File: config.mk
export PLATFORM = sky130hd
export DESIGN_NAME = encoder4to2_debounced_handshake
export DESIGN_NICKNAME = d
export VERILOG_FILES = /design/src/rtl/encoder4to2_pkg.sv /design/src/rtl/synchronizer_2stage.sv /design/src/rtl/encoder4to2_debounced_handshake.sv
export SDC_FILE = /design/constraint.sdc
export NUM_CORES = 1
export LEC_CHECK = 0
export CAP_MARGIN = 25
export CORE_MARGIN = 4
export CORE_UTILIZATION = 50
export DETAILED_ROUTE_END_ITERATION = 10
export HOLD_SLACK_MARGIN = 0.15
export PLACE_DENSITY = 0.73
export SLEW_MARGIN = 20
export SYNTH_ARGS = -nofsm -noshare
export SYNTH_HDL_FRONTEND = slang
export SYNTH_SLANG_ARGS = --single-unit
File: constraint.sdc
create_clock -name clock -period 2.1 [get_ports clock]
set_input_delay 0.21 -clock clock [delete_from_list [all_inputs] [get_ports clock]]
set_output_delay 0.21 -clock clock [all_outputs]
set_load 0.01 [all_outputs]
File: src/rtl/encoder4to2_pkg.sv
// Shared constants and helpers for the debounced 4-to-2 priority encoder.
package encoder4to2_pkg;

   typedef enum logic [1:0] {
      IDLE     = 2'b00,
      DEBOUNCE = 2'b01,
      VALID    = 2'b10,
      RELEASE  = 2'b11
   } state_t;

   localparam logic [1:0] CODE_LINE0 = 2'b00;
   localparam logic [1:0] CODE_LINE1 = 2'b01;
   localparam logic [1:0] CODE_LINE2 = 2'b10;
   localparam logic [1:0] CODE_LINE3 = 2'b11;

   localparam int DEBOUNCE_CYCLES_DEFAULT = 4;

   // Highest-numbered active line wins.
   function automatic logic [1:0] encode(input logic [3:0] v);
      if (v[3])      return CODE_LINE3;
      else if (v[2]) return CODE_LINE2;
      else if (v[1]) return CODE_LINE1;
      else           return CODE_LINE0;
   endfunction

   // Clearing the lowest set bit leaves something only if two or more were set.
   function automatic logic multi_hot(input logic [3:0] v);
      return (v & (v - 4'd1)) != 4'd0;
   endfunction

endpackage

File: src/rtl/synchronizer_2stage.sv
// Two-flop synchroniser for asynchronous request lines.
module synchronizer_2stage #(
   parameter int WIDTH = 4
) (
   input  logic             clock,
   input  logic             reset,
   input  logic [WIDTH-1:0] d,
   output logic [WIDTH-1:0] q
);

   logic [WIDTH-1:0] meta;

   always_ff @(posedge clock or posedge reset) begin
      if (reset) begin
         meta <= '0;
         q    <= '0;
      end else begin
         meta <= d;
         q    <= meta;
      end
   end

endmodule

File: src/rtl/encoder4to2_debounced_handshake.sv
// Synchronises and debounces four request lines, priority-encodes the
// captured snapshot and offers the code through a valid/acknowledge handshake.
module encoder4to2_debounced_handshake
   import encoder4to2_pkg::*;
#(
   parameter int DEBOUNCE_CYCLES = DEBOUNCE_CYCLES_DEFAULT,
   parameter int COUNT_WIDTH     = 4
) (
   input  logic clock,
   input  logic reset,
   input  logic enable,
   input  logic input0,
   input  logic input1,
   input  logic input2,
   input  logic input3,
   input  logic acknowledge,
   output logic output0,
   output logic output1,
   output logic valid,
   output logic multiple
);

   localparam logic [COUNT_WIDTH-1:0] LAST = COUNT_WIDTH'(DEBOUNCE_CYCLES - 1);

   logic [3:0]             s;
   state_t                 state, state_next;
   logic [3:0]             snapshot, snap_next;
   logic [COUNT_WIDTH-1:0] count, count_next;
   logic [1:0]             code, code_next;
   logic                   multi, multi_next;

   synchronizer_2stage #(.WIDTH(4)) u_sync (
      .clock (clock),
      .reset (reset),
      .d     ({input3, input2, input1, input0}),
      .q     (s)
   );

   always_ff @(posedge clock or posedge reset) begin
      if (reset) begin
         state    <= IDLE;
         snapshot <= '0;
         count    <= '0;
         code     <= '0;
         multi    <= 1'b0;
      end else begin
         state    <= state_next;
         snapshot <= snap_next;
         count    <= count_next;
         code     <= code_next;
         multi    <= multi_next;
      end
   end

   always_comb begin
      state_next = state;
      snap_next  = snapshot;
      count_next = count;
      code_next  = code;
      multi_next = multi;
      case (state)
         IDLE: begin
            if (enable && s != 4'd0) begin
               snap_next  = s;
               count_next = '0;
               state_next = DEBOUNCE;
            end
         end
         DEBOUNCE: begin
            // Any movement of the synchronised vector restarts the stability window.
            if (!enable || s == 4'd0) begin
               state_next = IDLE;
            end else if (s != snapshot) begin
               snap_next  = s;
               count_next = '0;
            end else if (count == LAST) begin
               code_next  = encode(snapshot);
               multi_next = multi_hot(snapshot);
               state_next = VALID;
            end else begin
               count_next = count + 1'b1;
            end
         end
         VALID: begin
            if (acknowledge) state_next = RELEASE;
         end
         RELEASE: begin
            // Wait for full release so one press yields one capture.
            if (s == 4'd0) state_next = IDLE;
         end
         default: state_next = IDLE;
      endcase
   end

   assign valid    = (state == VALID);
   assign output0  = code[0];
   assign output1  = code[1];
   assign multiple = multi;

endmodule

==> results of run 1 <==
## registers in the layout, summed over array words and instances (netlist names), named ones only
| signal | cells |
|---|---|
| count | 4 |
| u_sync.q | 4 |
| state | 1 |
| code | 2 |
| multiple | 1 |
| u_sync.meta | 4 |
| snapshot | 4 |
## final cells by class
cell class	count	share of cell area, %
clock buffers	3	2.02
flip-flops and latches	21	47.2
well taps	25	2.81
multi-input cells	58	34.5
inverters	5	1.69
clock inverters	1	0.450
repair buffers	13	11.2
## layout by cell type, fill, tap and decap left out
cell type | netlist | final
mux2_4 | 1 | 1
inv_1 | 5 | 5
a32oi_1 | 1 | 1
nor3_4 | 1 | 1
o31ai_1 | 2 | 2
o21ai_1 | 1 | 1
xnor2_1 | 1 | 1
clkinv_2 | 0 | 1
buf_4 | 0 | 2
nor3_1 | 2 | 2
dfrtp_1 | 21 | 21
a22oi_1 | 1 | 1
nor4_4 | 1 | 1
nand4_1 | 1 | 1
o21ai_0 | 3 | 3
mux2i_1 | 3 | 3
and4_4 | 1 | 1
and2_1 | 1 | 1
ha_1 | 1 | 1
clkdlybuf4s50_1 | 0 | 11
a21boi_0 | 1 | 1
maj3_1 | 1 | 1
nor2_1 | 5 | 5
nor2b_1 | 3 | 3
nor2_2 | 1 | 1
a31oi_1 | 1 | 1
nor3b_1 | 2 | 2
nand3_1 | 1 | 1
nand2b_1 | 1 | 1
clkbuf_4 | 0 | 3
nand2_1 | 14 | 14
xor2_1 | 3 | 3
a21oi_1 | 2 | 2
or2_1 | 2 | 2
## worst max-delay path by stage
stage / cells after the start / end
6_report: 2 / valid
5_1_grt: 6 / count[1]
4_1_cts: 2 / valid
3_5_place_dp: 5 / multiple
3_3_place_gp: 5 / multiple
2_1_floorplan: 5 / multiple
## per-stage QoR
step / instances / setup slack, ns / instance area (sq um) / power (W) / util (%)
floorplan: 86 / 0.387 / 943 / 0.000501 / -
global placement: 122 / 0.389 / 1080 / 0.000527 / 61.5
detailed placement: 122 / 0.365 / 1080 / 0.000529 / 61.5
CTS: 126 / 0.428 / 1110 / 0.000715 / 63.0
global route: 126 / 0.353 / 1110 / 0.000746 / 63.0
finish: 126 / 0.442 / 1110 / 0.000709 / 63.0
## kinds of logic (layout without fill, tap and decap cells)
kind of cell / Yosys count / after routing / share of synthesized area, %
adder cells (fa/ha/maj): 2 / 2 / 2.39
AO/OA/AOI/OAI: 12 / 12 / 7.96
flip-flops: 21 / 21 / 55.7
multiplexers: 4 / 4 / 4.77
buffers and inverters: 7 / 22 / 3.58
AND/OR/NAND/NOR: 36 / 36 / 21.9
XOR/XNOR: 4 / 4 / 3.71
## report_power, final
group	switching (W)	total, W	internal (W)	leakage (nW)
clock network	0.000118	0.000189	0.0000709	0.0177
registers	0.0000208	0.000443	0.000422	0.255
logic	0.0000411	0.0000778	0.0000367	0.223
## worst register-to-register path, cell delays in order (launching register included)
cell and delay (ns):
dfrtp_1 0.46, nand2b_1 0.21, nor2_2 0.26, and4_4 0.32
mux2_4 0.30
## per-layer routing
metal | share of wire, % | track usage [%]
met5 | 0 | 0
met4 | 0.80 | 3.93
met1 | 46 | 16.6
met2 | 48 | 22.2
met3 | 5.3 | 3.50
==> flow_metrics.py, run 1 <==
metrics = {
    "timing": {
        "skew_ns": 0.00156,
        "drv_slew": 0,
        "setup_viol": 0,
        "hold_viol_final": 0,
        "post-route-min-period_ns": 1.66,
        "post-route-period-util_pct": 78.9,
        "holdWs_ns": 0.218,
        "tns_ns": 0,
        "worst_pin_slew_ns": 0.308,
        "slew_headroom_pct": 79.3,
        "rsz0062_at_grt": "no",
        "max_freq_mhz": 603,
    },
    "clock_tree": {
        "cts.sinks": 21,
        "clk-insertion-delay-late_ns": 0.30,
        "path_clk_slew_ns": 0.11,
        "clockBufferDepth": 2,
        "cts_made_buffers": 3,
        "cts_hold_buf": 0,
        "htree_levels": 1,
        "postCtsSetupBuffers": 0,
        "post_cts_resized": 0,
        "cts_tree": "done",
        "cts_root_buf": "clkbuf_4",
    },
    "floorplanning": {
        "start_util_pct": 53.5,
        "coreArea_sq_um": 1760,
        "die_y_um": 51.4,
        "die_x_um": 51.4,
        "dieArea_sq_um": 2650,
        "num_rows": 15,
        "io_pins": 12,
    },
    "critical_path": {
        "crit_type": "reg2out",
        "rr_endpoint": "multiple",
        "crit_required_ns": 1.89,
        "regToRegSetupSlack_ns": 0.46,
        "cpPeakStageDelay_ns": 0.54,
        "cp_cell_sequence": "nor2b_1 > clkdlybuf4s50_1",
        "reg2regPathDepth": 4,
        "startpoint_type": "register",
        "critical_path_arrival_ns": 1.45,
        "path_max_fanout": 7,
        "critPathSlowestCell": "clkdlybuf4s50_1",
        "cpLargestDelayFamily": "buffers and inverters",
        "critical_path_buf_inv_count": 1,
        "end_kind": "output port",
    },
    "finish": {
        "fillers": 159,
        "area_growth_pct": 17.9,
        "seqCellArea_sq_um": 526,
        "fin_nets": 111,
        "antenna_cells": 0,
        "multi_input_area_sq_um": 384,
        "drive_gt1_share_pct": 10.9,
    },
    "synth": {
        "yosys_warnings": 0,
        "ys_seq_area_share_pct": 55.7,
        "ys_top_cells_by_area": "dfrtp_1, nand2_1, mux2i_1",
        "synth_top_area_share_pct": 55.7,
        "synth_nets": 95,
        "ys_types": 32,
        "synth_area_sq_um": 943,
        "synth_area_per_cell_sq_um": 11.0,
        "yosysMostFrequentCell": "dfrtp_1",
        "ys_top_cells_by_count": "dfrtp_1, nand2_1, inv_1, nor2_1",
        "ys.flop_type": "dfrtp_1",
        "synth_edf_count": 0,
        "ys_ff_latch": 21,
        "synth_top_area_cell": "dfrtp_1",
        "async_flop_share_pct": 100,
        "netlist_instances": 86,
    },
    "grt": {
        "antenna_found_initial": 0,
        "grt_max_degree": 22,
        "overflow": 0,
        "grt_pass1_vias": 647,
        "grt.total_usage_pct": 13.2,
        "grt_pass1_wl_um": 2660,
    },
    "placed_design": {
        "gp_congestion": 0.769,
        "io_buffer_count": 11,
        "dp_hpwl_um": 1110,
    },
    "detailed_routing": {
        "via_per_inst": 5.06,
        "drc": 0,
        "drt_iter0_markers": 12,
        "num_vias": 638,
        "routed_wirelength_um": 1500,
        "ant_nets": 0,
        "first_pass_iters": 4,
        "routedWlPerCell_um": 11.9,
    },
    "power": {
        "vdd_drop_max_mv": 0.497,
        "powerDensity_nw_per_um2": 637,
        "p_leak_nw": 0.495,
    },
    "flow_run": {
        "max-cap-violations": 0,
    },
    "outcome": {
        "status": "complete, no violations",
    },
    "worst_hold_path": {
        "hp-class": "in2async",
    },
}
Power figures use the tool's default switching activity.
==> run 2, diff against run 1 <==
- clock period: 2.1 -> 1.72 ns (I/O delays scaled with it)
==> run 2 against run 1 <==
Compared with the run above:
- global-route usage increased by 1.9 points
- core utilization increased by 2.0 points
- final area rose by 3.1%
- cell count is 3.2% higher
- clock skew grew 0.0011 ns
- die area stayed put
- clock-buffer cell count did not move
- routed wire length increased by 11%
- critical path type is now reg2reg
- largest cell class unchanged
==> flow_metrics.py, run 2 (synthesis gave the netlist of run 1 again) <==
metrics = {
    "critical_path": {
        "regToRegSetupSlack_ns": 0.16,
        "critPathSlowestCell": "dfrtp_1",
        "critical_path_buf_inv_count": 0,
        "crit_required_ns": 1.91,
        "startpoint_type": "register",
        "cpPeakStageDelay_ns": 0.40,
        "cp_cell_sequence": "ha_1 > nor3b_1 > and4_4 > mux2_4",
        "crit_type": "reg2reg",
        "reg2regPathDepth": 4,
        "startpoint": "count[1]",
        "cpLargestDelayFamily": "simple AND/OR/NAND/NOR gates",
        "rr_startpoint": "count[1]",
        "cp.depth": 4,
        "rr_endpoint": "multiple",
        "path_max_fanout": 4,
        "cp-endpoint": "multiple",
        "critical_path_arrival_ns": 1.75,
        "end_kind": "register",
    },
    "floorplanning": {
        "dieArea_sq_um": 2650,
        "die_x_um": 51.4,
        "die_y_um": 51.4,
        "start_util_pct": 53.5,
        "coreArea_sq_um": 1760,
        "io_pins": 12,
        "num_rows": 15,
    },
    "timing": {
        "slew_headroom_pct": 76.9,
        "post-route-min-period_ns": 1.56,
        "worst_pin_slew_ns": 0.344,
        "skew_ns": 0.00263,
        "drv_slew": 0,
        "max_freq_mhz": 641,
        "post-route-period-util_pct": 90.7,
        "setup_viol": 0,
        "tns_ns": 0,
        "holdWs_ns": 0.183,
        "hold_viol_final": 0,
        "rsz0062_at_grt": "no",
    },
    "finish": {
        "area_growth_pct": 21.6,
        "multi_input_area_sq_um": 389,
        "final_cell_area_sq_um": 1150,
        "drive_gt1_share_pct": 15.2,
        "fillers": 160,
        "fin_nets": 115,
        "final_common_cell": "dfrtp_1",
        "seqCellArea_sq_um": 526,
        "fin_util_pct": 65.0,
        "layout_common_cells": "dfrtp_1, nand2_1, clkdlybuf4s50_1",
        "antenna_cells": 0,
    },
    "placed_design": {
        "dp_hpwl_um": 1270,
        "io_buffer_count": 11,
        "postPlaceCellArea_sq_um": 1110,
        "gp_congestion": 0.785,
    },
    "power": {
        "comb_power_share_pct": 12.2,
        "vdd_drop_max_mv": 0.559,
        "switching_share_pct": 25.5,
        "seq_power_share_pct": 61.6,
        "p_switching_w": 0.000224,
        "power_frac_clock_pct": 26.3,
        "intPower_w": 0.000653,
        "p_leak_nw": 0.517,
        "powerDensity_nw_per_um2": 764,
    },
    "clock_tree": {
        "clk-insertion-delay-late_ns": 0.29,
        "cts.sinks": 21,
        "clockBufferDepth": 2,
        "cts_tree": "done",
        "cts_root_buf": "clkbuf_4",
        "htree_levels": 1,
        "path_clk_slew_ns": 0.11,
        "postCtsSetupBuffers": 0,
        "cts_made_buffers": 3,
    },
    "detailed_routing": {
        "first_pass_iters": 4,
        "via_per_inst": 5.10,
        "num_vias": 663,
        "ant_nets": 0,
        "drc": 0,
        "routedWlPerCell_um": 12.8,
        "drt_iter0_markers": 7,
        "routed_wirelength_um": 1660,
    },
    "flow_run": {
        "max-cap-violations": 0,
    },
    "grt": {
        "antenna_found_initial": 0,
        "overflow": 0,
        "grt_pass1_vias": 659,
        "grt.total_usage_pct": 15.1,
        "grt_max_degree": 22,
        "grt_pass1_wl_um": 2930,
    },
    "worst_hold_path": {
        "hp-class": "in2async",
    },
    "outcome": {
        "status": "complete, no violations",
    },
}
[run 2: layout make-up]
class,count,area share [%]
well taps,25,2.73
multi-input cells,58,33.9
flip-flops and latches,21,45.8
repair buffers,17,13.5
inverters,5,1.64
clock buffers,3,1.96
clock inverters,1,0.436
[run 2: stage by stage]
step	power (W)	setup WS, ns	std cells
finish	0.000877	0.159	130
global route	0.000934	0.0553	130
CTS	0.000886	0.135	130
detailed placement	0.000656	0.163	126
global placement	0.000651	0.203	126
floorplan	0.000612	0.00692	86
[run 2: metal layers]
| layer | up-vias | share of wire (%) | track usage, % |
|---|---|---|---|
| li1 | 330 | - | - |
| met1 | 319 | 47 | 18.8 |
| met2 | 12 | 48 | 25.4 |
| met3 | 2 | 4.2 | 3.50 |
| met4 | 0 | 0.90 | 5.24 |
| met5 | - | 0 | 0 |
[run 2: worst reg2reg max path: stages, from the launching register on]
cell and delay [ns]:
dfrtp_1 0.40, ha_1 0.19, nor3b_1 0.27, and4_4 0.30, mux2_4 0.30
[run 2: power groups by stage]
stage / registers, W / clock network [W] / logic (W)
finish: 0.000540 / 0.000230 / 0.000107
global route: 0.000544 / 0.000270 / 0.000120
CTS: 0.000540 / 0.000239 / 0.000107
detailed placement: 0.000550 / 0 / 0.000107
global placement: 0.000548 / 0 / 0.000103
floorplan: 0.000544 / 0 / 0.0000673
[run 2: worst min-delay path by stage]
stage | start | end | slack [ns] | cells after the start
finish | reset | count[1] | 0.18 | 3
global route | reset | u_sync.q[0] | 0.20 | 3
CTS | reset | u_sync.q[1] | 0.19 | 3
detailed placement | u_sync.meta[2] | u_sync.q[2] | 0.34 | 0
global placement | u_sync.meta[2] | u_sync.q[2] | 0.33 | 0
floorplan | reset | async pin | 0.15 | 1
[run 2: repair_timing]
item / in CTS / in global routing
hold buffers: 0 / 0
resized for setup: 0 / 1
setup endpoints to repair: 0 / 1
==> run 3, diff against run 2 <==
- CORE_UTILIZATION: 50 -> 47
- PLACE_DENSITY: 0.73 -> 0.72
- clock period: 1.72 -> 1.3 ns (I/O delays scaled with it)
==> run 3 against run 2 <==
Compared with the run above:
- the run now ends with setup timing left
- cell count rose by 15%
- sequential share of layout area decreased by 8.4 points
- sequential cell count stayed put
- die area is 5.4% higher
- critical path type unchanged
==> flow_metrics.py, run 3 (synthesis gave the netlist of run 1 again) <==
metrics = {
    "grt": {
        "grt_pass1_wl_um": 3600,
        "grt_max_degree": 22,
        "antenna_found_initial": 0,
        "overflow": 0,
        "grt.total_usage_pct": 17.8,
        "grt_pass1_vias": 818,
    },
    "critical_path": {
        "rr_startpoint": "count[0]",
        "end_kind": "register",
        "regToRegSetupSlack_ns": -0.22,
        "cp-endpoint": "multiple",
        "crit_type": "reg2reg",
        "reg2regPathDepth": 4,
        "startpoint": "count[0]",
        "rr_endpoint": "multiple",
        "critical_path_arrival_ns": 1.72,
        "path_max_fanout": 4,
        "crit_required_ns": 1.50,
        "startpoint_type": "register",
    },
    "detailed_routing": {
        "routedWlPerCell_um": 14.8,
        "num_vias": 783,
        "routed_wirelength_um": 2200,
        "drc": 0,
        "ant_nets": 0,
        "first_pass_iters": 4,
        "drt_iter0_markers": 6,
        "via_per_inst": 5.26,
    },
    "floorplanning": {
        "die_y_um": 52.8,
        "die_x_um": 52.8,
        "start_util_pct": 51.8,
        "num_rows": 15,
        "dieArea_sq_um": 2790,
        "coreArea_sq_um": 1820,
        "io_pins": 12,
    },
    "placed_design": {
        "gp_congestion": 0.776,
        "io_buffer_count": 11,
        "dp_hpwl_um": 1420,
        "numPlacedInstances": 139,
        "postPlaceCellArea_sq_um": 1230,
    },
    "timing": {
        "post-route-min-period_ns": 1.52,
        "tns_ns": -1.65,
        "skew_ns": 0.00964,
        "worst_pin_slew_ns": 0.278,
        "worst_slack_ns": -0.218,
        "max_freq_mhz": 659,
        "drv_slew": 0,
        "post-route-period-util_pct": 117,
        "rsz0062_at_grt": "yes",
        "slew_headroom_pct": 81.0,
        "holdWs_ns": 0.264,
        "setup_viol": 12,
        "hold_viol_final": 0,
    },
    "clock_tree": {
        "cts_made_buffers": 3,
        "clockBufferDepth": 2,
        "cts_root_buf": "clkbuf_4",
        "cts.sinks": 21,
        "htree_levels": 1,
        "cts_tree": "done",
        "clk-insertion-delay-late_ns": 0.30,
        "path_clk_slew_ns": 0.12,
    },
    "finish": {
        "final_cell_area_sq_um": 1420,
        "fin_nets": 134,
        "instances_no_fill": 149,
        "drive_gt1_share_pct": 46.8,
        "antenna_cells": 0,
        "layout_common_cells": "dfrtp_1, buf_4, clkdlybuf4s50_1, buf_6, nand2_2",
        "area_growth_pct": 50.3,
    },
    "worst_hold_path": {
        "hp-class": "in2reg",
    },
    "outcome": {
        "violations": "setup timing",
        "status": "finished with violations",
    },
    "power": {
        "vdd_drop_max_mv": 0.723,
        "powerDensity_nw_per_um2": 894,
        "p_leak_nw": 0.663,
    },
    "flow_run": {
        "max-cap-violations": 0,
    },
}
## run 3: through the flow
step	setup WS, ns	power, W	utilization (%)
2_1_floorplan	-0.276	0.000810	-
3_3_place_gp	-0.154	0.000895	67.6
3_5_place_dp	-0.184	0.000904	67.6
4_1_cts	-0.167	0.00126	75.4
5_1_grt	-0.286	0.00133	77.9
6_report	-0.218	0.00127	77.9
## run 3: what timing repair did
| action | 4_1_cts | 5_1_grt |
|---|---|---|
| endpoints found under the hold margin | 9 | 0 |
| setup buffers | 5 | 0 |
| pin swaps | 19 | 6 |
| gates resized for setup | 28 | 13 |
| hold buffers | 1 | 0 |
| setup endpoints to repair | 16 | 13 |
## run 3: area by class of cell
type | instances | area [sq um]
clock buffer | 3 | 22.5
clock inverter | 1 | 5.00
fill | 114 | 403
inverter | 5 | 18.8
multi-input combinational | 58 | 492
sequential | 21 | 531
tap | 25 | 31.3
timing repair buffer | 36 | 318
## run 3: how the worst min path moves through the flow
stage / from / to / slack [ns] / cells after the start
after global placement: u_sync.meta[2] / u_sync.q[2] / 0.33 / 0
after CTS: input2 / u_sync.meta[2] / 0.26 / 1
after detailed placement: u_sync.meta[1] / u_sync.q[1] / 0.34 / 0
after global routing: input1 / u_sync.meta[1] / 0.25 / 1
after floorplan: reset / async pin / 0.11 / 1
final: input3 / u_sync.meta[3] / 0.26 / 1
## run 3: where the power goes
part           internal (W)  total (W)  switching (W)
Clock              0.000114   0.000305       0.000191
Combinational      0.000131   0.000251       0.000120
Sequential         0.000683   0.000711      0.0000285
## run 3: per-layer routing
| layer | share of wire, % | wire length (um) | GRT usage [%] |
|---|---|---|---|
| met5 | 0 | 0 | 0 |
| met2 | 50 | 1090 | 30.4 |
| met3 | 4.4 | 96 | 3.99 |
| met4 | 3.9 | 86 | 6.38 |
| met1 | 42 | 923 | 21.8 |
## run 3: worst max-delay path, cell delays in order, from the launching register on
cell     delay [ns]
dfrtp_1        0.38
ha_2           0.20
nor3b_4        0.27
and4_4         0.28
mux2_4         0.29
==> edit, RTL diff (settings of run 2) <==
Make the reset (`reset`) synchronous in 2 clocked blocks. Comments in the files are not updated.
--- a/src/rtl/synchronizer_2stage.sv
+++ b/src/rtl/synchronizer_2stage.sv
@@ -11,5 +11,5 @@
    logic [WIDTH-1:0] meta;
 
-   always_ff @(posedge clock or posedge reset) begin
+   always_ff @(posedge clock) begin
       if (reset) begin
          meta <= '0;
--- a/src/rtl/encoder4to2_debounced_handshake.sv
+++ b/src/rtl/encoder4to2_debounced_handshake.sv
@@ -37,5 +37,5 @@
    );
 
-   always_ff @(posedge clock or posedge reset) begin
+   always_ff @(posedge clock) begin
       if (reset) begin
          state    <= IDLE;
Behaviour: differs if reset is asserted again (counterexample within 10 cycles, from zero or initial values and one cycle with reset high); with reset held inactive, the same outputs for 10 cycles.
==> edit against run 2 <==
Largest power group unchanged; fmax decreased by 1.7%; total power decreased by 1.6%; synthesized area increased by 3.2%; synthesized cell count increased by 22%; highest routed layer unchanged; sequential cell count unchanged; routed wire length increased by 11%; sequential power decreased by 4%; hold slack improved by 0.23 ns; cell area increased by 2.6%; worst setup slack got worse by 0.027 ns; via count increased by 19%; utilization increased by 1.0 points.
==> edit: results (changes against run 2) <==
metric,value,unit,change
place_hpwl,1370,um,+8.2%
finish.net_count,132,,+15%
synthDistinctLibCells,36,,+13%
ys_seq_area_frac,0.432,,-0.125
drt-initial-drc-count,3,,-4
root_buffer,clkbuf_4,,
synthTopCellsByCount,"dfxtp_1 (21), nand2_1 (12), a21oi_1 (8), nor2b_1 (8)",,
grtUsageMet1,0.201,,+0.0131
met2_usage,0.243,,-0.0116
ir_drop,0.517,mV,-7.6%
gp_congestion,0.846,,+7.7%
n_fill_cell,147,,-8.1%
yosys-top-cells-area,"dfxtp_1 (43%), nor2b_1 (5.1%), nand2_1 (4.6%)",,
slowest_delay,0.38,ns,-0.02 ns
grt_pass1_vias,692,,+5.0%
arrival,1.79,ns,+0.04 ns
synth-edff-count,0,,unchanged
grt_usage,0.153,,+0.00235
critPathMaxFanout,7,,+3
cpMaxStageDelayCell,dfxtp_1,,
clkLatencyLatePin,0.29,ns,about the same
vias,790,,+19%
antenna_found_initial,0,,unchanged
synthArstFlopShare,0,,-1.00
drive_above_1_share,0.180,,+0.0279
grt_pass1_wl,3090,um,+5.7%
critPathLaunch,snapshot[1]$_SDFFE_PP0P_,,
post_drt_wl_per_cell,12.6,um,-1.6%
status,finished clean,,
crit_family,flip-flops,,
grt_max_degree,17,,-23%
clock_path_buffers,2,,unchanged
finalClockSkew,0.00119,ns,-0.00144 ns
place_worst_setup_slack,0.0996,ns,-0.0631 ns
synth_fp_nets,114,,+20%
yosysMostFrequentCell,dfxtp_1,,
dr.pass1.iters,3,,-1
grtUsageMet3,0.0287,,-0.00633
worst_pin_slew,0.391,ns,+0.0464 ns
min_from,input2,,
leakage,0.436,nW,-16%
hold_path.class,in2reg,,
## edit: cell types whose count changed after synthesis, moves of 4 or more
cell | before | now
dfxtp_1 | 0 | 21
a21oi_1 | 2 | 8
dfrtp_1 | 21 | 0
nor2b_1 | 3 | 8
a31oi_1 | 1 | 5
## edit: path summary, 6_finish.rpt
check,slack [ns],depth (start not counted),end
max,0.13,5,count[0]$_SDFFE_PP0P_
min,0.41,2,u_sync.meta[2]$_SDFF_PP0_
max reg2reg,0.13,5,count[0]$_SDFFE_PP0P_
min reg2reg,0.45,1,u_sync.q[0]$_SDFF_PP0_
## edit: metrics by stage
step	hold slack [ns]	cell area (um^2)	std cells	power [W]
CTS	0.402	1170	147	0.000875
floorplan	0.276	973	105	0.000597
finish	0.414	1180	147	0.000862
global placement	0.417	1140	143	0.000638
global route	0.394	1180	147	0.000910
detailed placement	0.425	1140	143	0.000643
## edit: final cells by class
| cell class | instances | area (um^2) | area share |
|---|---|---|---|
| flip-flops and latches | 21 | 428 | 0.363 |
| clock buffers | 3 | 22.5 | 0.0191 |
| repair buffers | 18 | 163 | 0.138 |
| inverters | 5 | 18.8 | 0.0159 |
| clock inverters | 1 | 5.00 | 0.00425 |
| multi-input cells | 74 | 509 | 0.433 |
| well taps | 25 | 31.3 | 0.0266 |
## edit: power by group
part / switching [W] / total [W] / leakage [nW] / internal, W
logic: 0.0000525 / 0.000110 / 0.245 / 0.0000579
registers: 0.0000213 / 0.000521 / 0.173 / 0.000499
clock network: 0.000145 / 0.000231 / 0.0177 / 0.0000864
## edit: cells by family after synthesis
| group | synth area share |
|---|---|
| xor+xnor | 0.0360 |
| buf+inv | 0.0476 |
| simple gates | 0.301 |
| flops | 0.432 |
| compound gates | 0.171 |
| fa+ha+maj | 0.0129 |
## edit: timing repair
action | CTS | global route
endpoints found under the hold margin | 0 | 0
setup endpoints to repair | 0 | 2
gates resized for setup | 0 | 6
## edit: metal layers
metal / up-vias / part of all wire
li1: 409 / -
met2: 10 / 0.48
met4: 0 / 0.0092
met1: 369 / 0.48
met5: - / 0
met3: 2 / 0.031
## edit: worst reg2reg max path, stage by stage, from the launching register on
cell and delay (ns):
dfxtp_1 0.38, xor2_1 0.20, nor4_4 0.36, buf_4 0.21, a31oi_1 0.11, o32ai_1 0.24
